**src/rtl/cu_pkg.sv**
```systemverilog
// Shared types and constants for the control sequencer: state encoding,
// opcodes, ALU select codes, register bank addresses and the control word.
package cu_pkg;

   typedef enum logic [3:0] {
      S_INIT, S_F0, S_F1, S_F2, S_DEC,
      S_X_INV, S_X_INC, S_X_ADD, S_X_SHL, S_X_JZ,
      S_M0, S_M1, S_M2, S_HALT
   } state_t;

   localparam logic [4:0] OP_NOP  = 5'h00;
   localparam logic [4:0] OP_INV  = 5'h01;
   localparam logic [4:0] OP_INC  = 5'h02;
   localparam logic [4:0] OP_ADD  = 5'h03;
   localparam logic [4:0] OP_LDA  = 5'h04;
   localparam logic [4:0] OP_STA  = 5'h05;
   localparam logic [4:0] OP_JZ   = 5'h06;
   localparam logic [4:0] OP_SHL  = 5'h07;
   localparam logic [4:0] OP_HALT = 5'h1F;

   localparam logic [2:0] SEL_PASS = 3'b000;
   localparam logic [2:0] SEL_NOT  = 3'b001;
   localparam logic [2:0] SEL_INC  = 3'b010;
   localparam logic [2:0] SEL_ADD  = 3'b011;
   localparam logic [2:0] SEL_AND  = 3'b100;
   localparam logic [2:0] SEL_OR   = 3'b101;
   localparam logic [2:0] SEL_SHL  = 3'b110;
   localparam logic [2:0] SEL_MDR  = 3'b111;

   localparam logic [2:0] R_PC   = 3'd0;
   localparam logic [2:0] R_DPTR = 3'd1;
   localparam logic [2:0] R_A    = 3'd2;
   localparam logic [2:0] R_TEMP = 3'd3;
   localparam logic [2:0] R_ACC  = 3'd7;

   // One field per control output of the top level.
   typedef struct packed {
      logic       ir_sclr;
      logic       mar_sclr;
      logic       enaf;
      logic [2:0] selop;
      logic [1:0] shamt;
      logic       bank_wr_en;
      logic [2:0] busB_addr;
      logic [2:0] busC_addr;
      logic       ir_en;
      logic       mar_en;
      logic       mdr_en;
      logic       wr_rdn;
      logic       mdr_alu_n;
      logic       halted;
      logic       illegal;
   } ctrl_word_t;

endpackage

```
**src/rtl/cu_ctrl_decode.sv**
```systemverilog
// Combinational microcode table: {state, opcode, Z} -> control word.
module cu_ctrl_decode
   import cu_pkg::*;
(
   input  state_t     state,
   input  logic [4:0] opcode,
   input  logic       z,
   output ctrl_word_t cw
);

   // Everything defaults to 0; each state raises only its own controls.
   always_comb begin
      cw = '0;
      case (state)
         S_INIT: begin
            cw.ir_sclr  = 1'b1;
            cw.mar_sclr = 1'b1;
         end
         S_F0: begin
            cw.busB_addr = R_PC;
            cw.selop     = SEL_PASS;
            cw.mar_en    = 1'b1;
         end
         S_F1: begin
            cw.mdr_en    = 1'b1;
            cw.mdr_alu_n = 1'b1;
         end
         // IR loads straight from MDR, so the ALU is free to bump the PC.
         S_F2: begin
            cw.ir_en      = 1'b1;
            cw.busB_addr  = R_PC;
            cw.selop      = SEL_INC;
            cw.busC_addr  = R_PC;
            cw.bank_wr_en = 1'b1;
         end
         S_DEC: begin
            case (opcode)
               OP_NOP, OP_INV, OP_INC, OP_ADD, OP_LDA,
               OP_STA, OP_JZ, OP_SHL, OP_HALT: cw.illegal = 1'b0;
               default:                        cw.illegal = 1'b1;
            endcase
         end
         S_X_INV, S_X_INC: begin
            cw.busB_addr  = R_ACC;
            cw.selop      = (state == S_X_INV) ? SEL_NOT : SEL_INC;
            cw.busC_addr  = R_ACC;
            cw.bank_wr_en = 1'b1;
            cw.enaf       = 1'b1;
         end
         S_X_ADD: begin
            cw.busB_addr  = R_A;
            cw.selop      = SEL_ADD;
            cw.busC_addr  = R_ACC;
            cw.bank_wr_en = 1'b1;
            cw.enaf       = 1'b1;
         end
         S_X_SHL: begin
            cw.busB_addr  = R_ACC;
            cw.selop      = SEL_SHL;
            cw.shamt      = 2'b01;
            cw.busC_addr  = R_ACC;
            cw.bank_wr_en = 1'b1;
            cw.enaf       = 1'b1;
         end
         // Taken branch copies DPTR into PC; not taken is a dead cycle.
         S_X_JZ: begin
            if (z) begin
               cw.busB_addr  = R_DPTR;
               cw.selop      = SEL_PASS;
               cw.busC_addr  = R_PC;
               cw.bank_wr_en = 1'b1;
            end
         end
         S_M0: begin
            cw.busB_addr = R_DPTR;
            cw.selop     = SEL_PASS;
            cw.mar_en    = 1'b1;
         end
         S_M1: begin
            cw.mdr_en = 1'b1;
            if (opcode == OP_STA) begin
               cw.busB_addr = R_ACC;
               cw.selop     = SEL_PASS;
            end else begin
               cw.mdr_alu_n = 1'b1;
            end
         end
         S_M2: begin
            if (opcode == OP_STA) begin
               cw.wr_rdn = 1'b1;
            end else begin
               cw.selop      = SEL_MDR;
               cw.busC_addr  = R_A;
               cw.bank_wr_en = 1'b1;
            end
         end
         S_HALT: cw.halted = 1'b1;
         default: cw = '0;
      endcase
   end

endmodule

```
**src/rtl/control_unit.sv**
```systemverilog
// Fetch/decode/execute sequencer for memory_system. Holds the state and
// latched opcode; the control word comes from cu_ctrl_decode.
module control_unit
   import cu_pkg::*;
#(
   parameter int DATA_WIDTH = 8
) (
   input  logic       clk,
   input  logic       rst,
   input  logic [4:0] instruction,
   input  logic       C,
   input  logic       N,
   input  logic       P,
   input  logic       Z,
   output logic       ir_sclr,
   output logic       mar_sclr,
   output logic       enaf,
   output logic [2:0] selop,
   output logic [1:0] shamt,
   output logic       bank_wr_en,
   output logic [2:0] busB_addr,
   output logic [2:0] busC_addr,
   output logic       ir_en,
   output logic       mar_en,
   output logic       mdr_en,
   output logic       wr_rdn,
   output logic       mdr_alu_n,
   output logic       halted,
   output logic       illegal
);

   // Only Z steers sequencing; the other flags and the width are carried
   // for interface symmetry with the datapath.
   localparam int unused_dw = DATA_WIDTH;
   logic unused_flags;
   assign unused_flags = ^{C, N, P};

   state_t     state_q, state_d;
   logic [4:0] opc_q;
   logic [4:0] op_eff;
   ctrl_word_t cw;

   // State register; reset drops straight into INIT mid-instruction.
   always_ff @(posedge clk or posedge rst) begin
      if (rst) state_q <= S_INIT;
      else     state_q <= state_d;
   end

   // Opcode is captured on leaving DEC so execute/memory states ignore IR.
   always_ff @(posedge clk or posedge rst) begin
      if (rst)                  opc_q <= OP_NOP;
      else if (state_q == S_DEC) opc_q <= instruction;
   end

   // Next-state sequencing.
   always_comb begin
      state_d = state_q;
      case (state_q)
         S_INIT: state_d = S_F0;
         S_F0:   state_d = S_F1;
         S_F1:   state_d = S_F2;
         S_F2:   state_d = S_DEC;
         S_DEC: begin
            case (instruction)
               OP_INV:       state_d = S_X_INV;
               OP_INC:       state_d = S_X_INC;
               OP_ADD:       state_d = S_X_ADD;
               OP_LDA,
               OP_STA:       state_d = S_M0;
               OP_JZ:        state_d = S_X_JZ;
               OP_SHL:       state_d = S_X_SHL;
               OP_HALT:      state_d = S_HALT;
               default:      state_d = S_F0;
            endcase
         end
         S_X_INV, S_X_INC, S_X_ADD, S_X_SHL, S_X_JZ: state_d = S_F0;
         S_M0:   state_d = S_M1;
         S_M1:   state_d = S_M2;
         S_M2:   state_d = S_F0;
         S_HALT: state_d = S_HALT;
         default: state_d = S_INIT;
      endcase
   end

   // In DEC the opcode register has not loaded yet, so decode sees IR live.
   assign op_eff = (state_q == S_DEC) ? instruction : opc_q;

   cu_ctrl_decode u_dec (
      .state  (state_q),
      .opcode (op_eff),
      .z      (Z),
      .cw     (cw)
   );

   assign ir_sclr    = cw.ir_sclr;
   assign mar_sclr   = cw.mar_sclr;
   assign enaf       = cw.enaf;
   assign selop      = cw.selop;
   assign shamt      = cw.shamt;
   assign bank_wr_en = cw.bank_wr_en;
   assign busB_addr  = cw.busB_addr;
   assign busC_addr  = cw.busC_addr;
   assign ir_en      = cw.ir_en;
   assign mar_en     = cw.mar_en;
   assign mdr_en     = cw.mdr_en;
   assign wr_rdn     = cw.wr_rdn;
   assign mdr_alu_n  = cw.mdr_alu_n;
   assign halted     = cw.halted;
   assign illegal    = cw.illegal;

endmodule

```
**config.mk**
```make
export PLATFORM = sky130hd
export DESIGN_NAME = control_unit
export DESIGN_NICKNAME = d
export VERILOG_FILES = /design/src/rtl/cu_pkg.sv /design/src/rtl/cu_ctrl_decode.sv /design/src/rtl/control_unit.sv
export SDC_FILE = /design/constraint.sdc
export NUM_CORES = 1
export LEC_CHECK = 0
export ABC_CLOCK_PERIOD_IN_PS = 4500
export BUFFER_PORTS_ARGS = -buffer_cell sky130_fd_sc_hd__buf_2
export CORE_ASPECT_RATIO = 0.6
export CORE_MARGIN = 3
export CORE_UTILIZATION = 37
export CTS_CLUSTER_DIAMETER = 30
export CTS_CLUSTER_SIZE = 25
export DETAILED_ROUTE_END_ITERATION = 10
export PLACE_DENSITY = 0.7
export SLEW_MARGIN = 20
export SYNTH_ARGS = -nofsm -noshare
export SYNTH_HDL_FRONTEND = slang
export SYNTH_SLANG_ARGS = --single-unit
```
**constraint.sdc**
```tcl
create_clock -name clk -period 4.5 [get_ports clk]
set_clock_uncertainty 0.15 [all_clocks]
set_input_delay 0.45 -clock clk [delete_from_list [all_inputs] [get_ports clk]]
set_output_delay 0.45 -clock clk [all_outputs]
set_load 0.02 [all_outputs]
```
-- Word-level counts from Yosys, hierarchy flattened
Memories as Yosys holds them, arrays and structs flattened.
Index checks and enable logic that the tools add are counted.
- eq/ne operators: 14
- muxes and demuxes: 23
- reduce and logical (&&, ||, !) cells: 8
- operators with widths (operator ; number):
    $pmux 4 s8 ; 1
    $pmux 3 s5 ; 2
    $eq 4x4->1 const B ; 6
    $eq 4x3->1 const B ; 4
    $mux 1 ; 10
    $pmux 3 s3 ; 1
    $eq 4x2->1 const B ; 2
    $mux 7 ; 1
    $reduce_or 7->1 ; 1
    $mux 2 ; 3
    $mux 3 ; 2
    $reduce_or 2->1 ; 3
    $eq 5x3->1 const B ; 1
    $mux 5 ; 1
    $reduce_or 5->1 ; 1
    $eq 4x1->1 const B ; 1
    $logic_not 4->1 ; 1
    $reduce_or 4->1 ; 1
    $pmux 1 s3 ; 1
    $reduce_or 3->1 ; 1
    $pmux 1 s2 ; 1
- flip-flop bits (word level): 9
- bits in read-only memories: 160
- input port bits: 11
- word-level logic and storage cells: 49
- memories kept: 2
- memory list (memory ; depth ; bits a word ; read ports ; clocked after memory_dff ; wr ports ; line ; RTL):
    (no name shown) ; 32 ; 4 ; 1 ; 0 ; 0 ; control_unit.sv:64 ; case (instruction)
    (no name shown) ; 32 ; 1 ; 1 ; 0 ; 0 ; cu_ctrl_decode.sv:37 ; case (opcode)

-- Longest topological paths before layout
- word-level depth: 5
- mapped depth: 6
- mapped depth without buffers: 4

-- Cells and area by module
Synthesis repeated with hierarchy kept, for this count alone.
- cell total of the unflattened synthesis: 103
- area, all modules: 840.8 um^2
- by module, submodules not included (module ; instances ; cells an instance ; area an instance (um^2) ; seq. area each (um^2)):
    control_unit ; 1 ; 42 ; 471.7 ; 225.2
    cu_ctrl_decode ; 1 ; 61 ; 369.1 ; 0.0

-- Least setup slack after synthesis
Ideal clock, no wire load.
- kind: register to output
- start point: register state_q[0]
- end point: output mar_sclr
- data arrival time: 1622 ps
- path slack: 2278 ps
- stages on the path, launching flop included: 6
- path buffers: 3
- path through: dfrtp_1 -> buf_6 -> or2_1 -> buf_6 -> nor3_1 -> buf_4
- word-level cells in the longest chain between the ends: 2
- ends and longest elaborated chain (item ; line ; RTL):
    from (decl) ; control_unit.sv:38 ; state_t state_q, state_d;
    from (signal assigned) ; control_unit.sv:46 ; else state_q <= state_d;
    $logic_not 4->1 ; cu_ctrl_decode.sv:14 ; case (state)
    $mux 2 ; cu_ctrl_decode.sv:14 ;
    to (decl) ; control_unit.sv:16 ; output logic mar_sclr,
Every way passes these cells.

-- Final worst setup path
- start point: register state_q[0]
- end point: output busB_addr[1]
- word-level cells in the longest chain between the ends: 5
- ends and longest elaborated chain (item ; line ; RTL):
    $eq 4x3->1 ; control_unit.sv:86 ; assign op_eff = (state_q == S_DEC) ? instruction : opc_q;
    $mux 5 ; -- ;
    $eq 5x3->1 ; cu_ctrl_decode.sv:81 ; if (opcode == OP_STA) begin
    $mux 3 ; cu_ctrl_decode.sv:81 ;
    $pmux 3 s5 (*) ; cu_ctrl_decode.sv:14 ;
    to (decl) ; control_unit.sv:21 ; output logic [2:0] busB_addr,
Mark *: on every way between the ends. The rest lies on a longest branch, timed or not.

==> reports/summary.md <==
• floorplan die area: 2840 um^2
• Final Hold Violating Endpoints: 0
• P_leak: 0.522 nW
• total of buffers placed on input and output ports: 28
• sum of negative setup slack: 0 ps
• CTS root buffer: clkbuf_8
• Top Ports: 33
• Seq/Total Area, Yosys: 0.274
• number of vias in the routed layout: 820
• setup repair bufs after CTS: 0
• maximum number of buffers from clock root to sink: 2
• DIE HEIGHT: 42.5 um
• Critical Path AT: 2000 ps
• distinct cell type count after synthesis: 32
• nets: 142
• minimum clock period: 2600 ps
• status: complete, no violations
• kind of cell with the highest combined delay on the critical path: simple AND/OR/NAND/NOR gates
• Startpoint Class: flip-flop
• chain of cells forming the critical path: or2_1, nor2_4, nor3b_1, a31oi_1, buf_2
• Yosys top cell area share: 0.274
• antenna diode instance count: 0
• type of the tightest min-delay check: input port to asynchronous set/reset pin
• proportion of synthesized flip-flops having asynchronous set or reset: 1.00
• maximum number of pins on one net before global-route repair: 20
• most common cell after layout, fill and taps aside: buf_2
• RSZ-0062 raised after global routing: false
• First-pass DRT Iterations: 4
• achievable frequency: 384 MHz
• R2R setup slack: 2610 ps
• number of cells on the worst reg-to-reg path: 3
• number of gates resized after cts: 0
• Setup CP Type: flip-flop to output port
• via count of the first global-routing pass: 703
• antenna-violating nets left: 0
• clock latency at the later pin of the worst-skew pair: 230 ps
• total power density per cell area: 755 nW/um^2
• power consumption: 0.735 mW
• termination of the worst setup path: busB_addr[1]
• beginning of the worst register-to-register path: state_q[0]
• overall overflow remaining after global route: 0
• average wire per standard cell: 12.6 um
• stages on the worst setup path: 5
• ratio of routed vias to standard cells: 5.19
• CTS tree: yes
• Yosys warning count: 0
• deepest level of the CTS H-tree: 1
• library cell with the largest summed area after synthesis: dfrtp_1
• endpoint of the lowest-slack register-to-register path: opc_q[0]
• most frequent cells in the layout: buf_2 (28), nand2_1 (13), nor2_1 (10)
• number of enable flip-flop cells after synthesis: 0
• Crit path largest cell delay: 650 ps
• clock-pin slew of the registers on the worst-case setup and hold paths: 40 ps
• Worst Max-Slew Pin Slew: 512 ps
• crit end category: output port
• clock tree sinks: 9
• gp weighted congestion: 0.813
• num rows: 12
• Final Routed Wirelength: 1990 um
• antenna violations before repair: 0
• first-pass GRT wire length: 3170 um
• top post-synthesis cells by area: dfrtp_1 (27%), mux2_4 (7.3%), nand2_1 (5.9%), a21oi_1 (5.5%), nor2_1 (4.6%)
• worst slack on hold paths: 17.1 ps
• number of endpoints failing setup at the final stage: 0
• CTS Buf Count: 3
• syn_nets: 119
• floorplan die width: 66.8 um
• hold-fix buffers at CTS: 0
• number of max-slew violations in the final report: 0
• slowest library cell on the worst path: dfrtp_1
• Primary FF master, synth: dfrtp_1
• Critical Path Start: state_q[0]
• final HPWL from detailed placement: 1550 um
• number of buffer and inverter stages on the critical path: 1
• Syn Inst Count: 108
• number of synthesized register bits: 9
• Critical Path RT: 3900 ps
• mean cell area of the mapped netlist: 7.60 um^2
• reported max-cap violation count: 0
• fraction of layout cells with a size suffix above 1: 0.292
• ratio of final minimum period to clock period: 0.578
• Placeable Area: 1970 um^2
• starting density of the core: 0.417
• Critical Path Fanout Max: 19
• headroom to the max-slew limit: 0.659
• overall track demand over capacity in global routing: 0.152
• netlist area before placement: 821 um^2
• worst vdd ir: 260 uV
• Iter 0 DRT Violations: 70
• synthesis-to-layout area growth: 18.6%
• number of DRC violations after detailed routing: 0
-- metrics by stage --
step	cell area, um^2	worst slack (ps)	instances	utilization
floorplan	821	2280	108	-
global placement	928	2170	154	0.472
detailed placement	928	2170	154	0.472
CTS	973	1900	158	0.495
global route	973	1730	158	0.495
finish	973	1900	158	0.495
-- per-layer routing --
layer	GRT usage	routed length [um]	share of wire
met3	0.0617	203	0.10
met4	0.0729	28	0.014
met2	0.205	826	0.42
met5	0	0	0
met1	0.205	930	0.47
-- logic make-up (layout without fill, tap and decap cells) --
| group | after synthesis | in the layout | share of synthesized area |
|---|---|---|---|
| and+or+nand+nor | 49 | 49 | 0.317 |
| AOI/OAI and AO/OA | 28 | 28 | 0.204 |
| buffers and inverters | 15 | 37 | 0.105 |
| DFF | 9 | 9 | 0.274 |
| muxes | 4 | 4 | 0.0732 |
| xor gates and xnor gates | 2 | 2 | 0.0213 |
| other | 1 | 1 | 0.00457 |
-- flip-flops by register name, indices dropped and copies added, names as in the netlist --
| name | cells |
|---|---|
| state_q | 4 |
| opc_q | 5 |
-- worst register-to-register path: cells and delay by family, from the launching register on --
kind	cells	cell delay, ps
flip-flops	1	560
multiplexers	1	320
AND/OR/NAND/NOR	2	740
-- synth_stat cells, types with 2 or more instances --
| library cell | instances |
|---|---|
| nand2b_1 | 2 |
| xnor2_1 | 2 |
| buf_4 | 3 |
| dfrtp_1 | 9 |
| buf_6 | 2 |
| nand2_1 | 13 |
| a21o_1 | 4 |
| inv_1 | 5 |
| and3_1 | 4 |
| nor3_1 | 6 |
| clkbuf_1 | 2 |
| a21oi_1 | 9 |
| o21ai_0 | 7 |
| nor2b_1 | 4 |
| a31oi_1 | 3 |
| nor2_1 | 10 |
| nand3_1 | 3 |
| buf_2 | 3 |
| mux2_4 | 4 |
-- worst min path at each step --
stage | start | endpoint | slack (ps) | depth (start not counted)
finish | rst | opc_q[3] | 20 | 2
CTS | rst | opc_q[3] | 20 | 2
detailed placement | rst | opc_q[3] | 280 | 2
global placement | rst | opc_q[3] | 280 | 2
floorplan | rst | opc_q[0] | 130 | 1
global route | rst | opc_q[0] | 40 | 2
-- power by group --
| part | internal (mW) | leakage [nW] | switching (mW) |
|---|---|---|---|
| clock network | 0.0617 | 0.0228 | 0.0319 |
| logic | 0.175 | 0.389 | 0.277 |
| registers | 0.119 | 0.110 | 0.0708 |
| total | 0.356 | 0.522 | 0.379 |
-- area by class of cell --
cell class	count	area, um^2
Tap cell	28	35.0
Inverter	5	18.8
Fill cell	204	993
Clock buffer	4	45.0
Timing Repair Buffer	28	140
Sequential cell	9	225
Multi-Input combinational cell	84	509
Power figures use the tool's default switching activity.
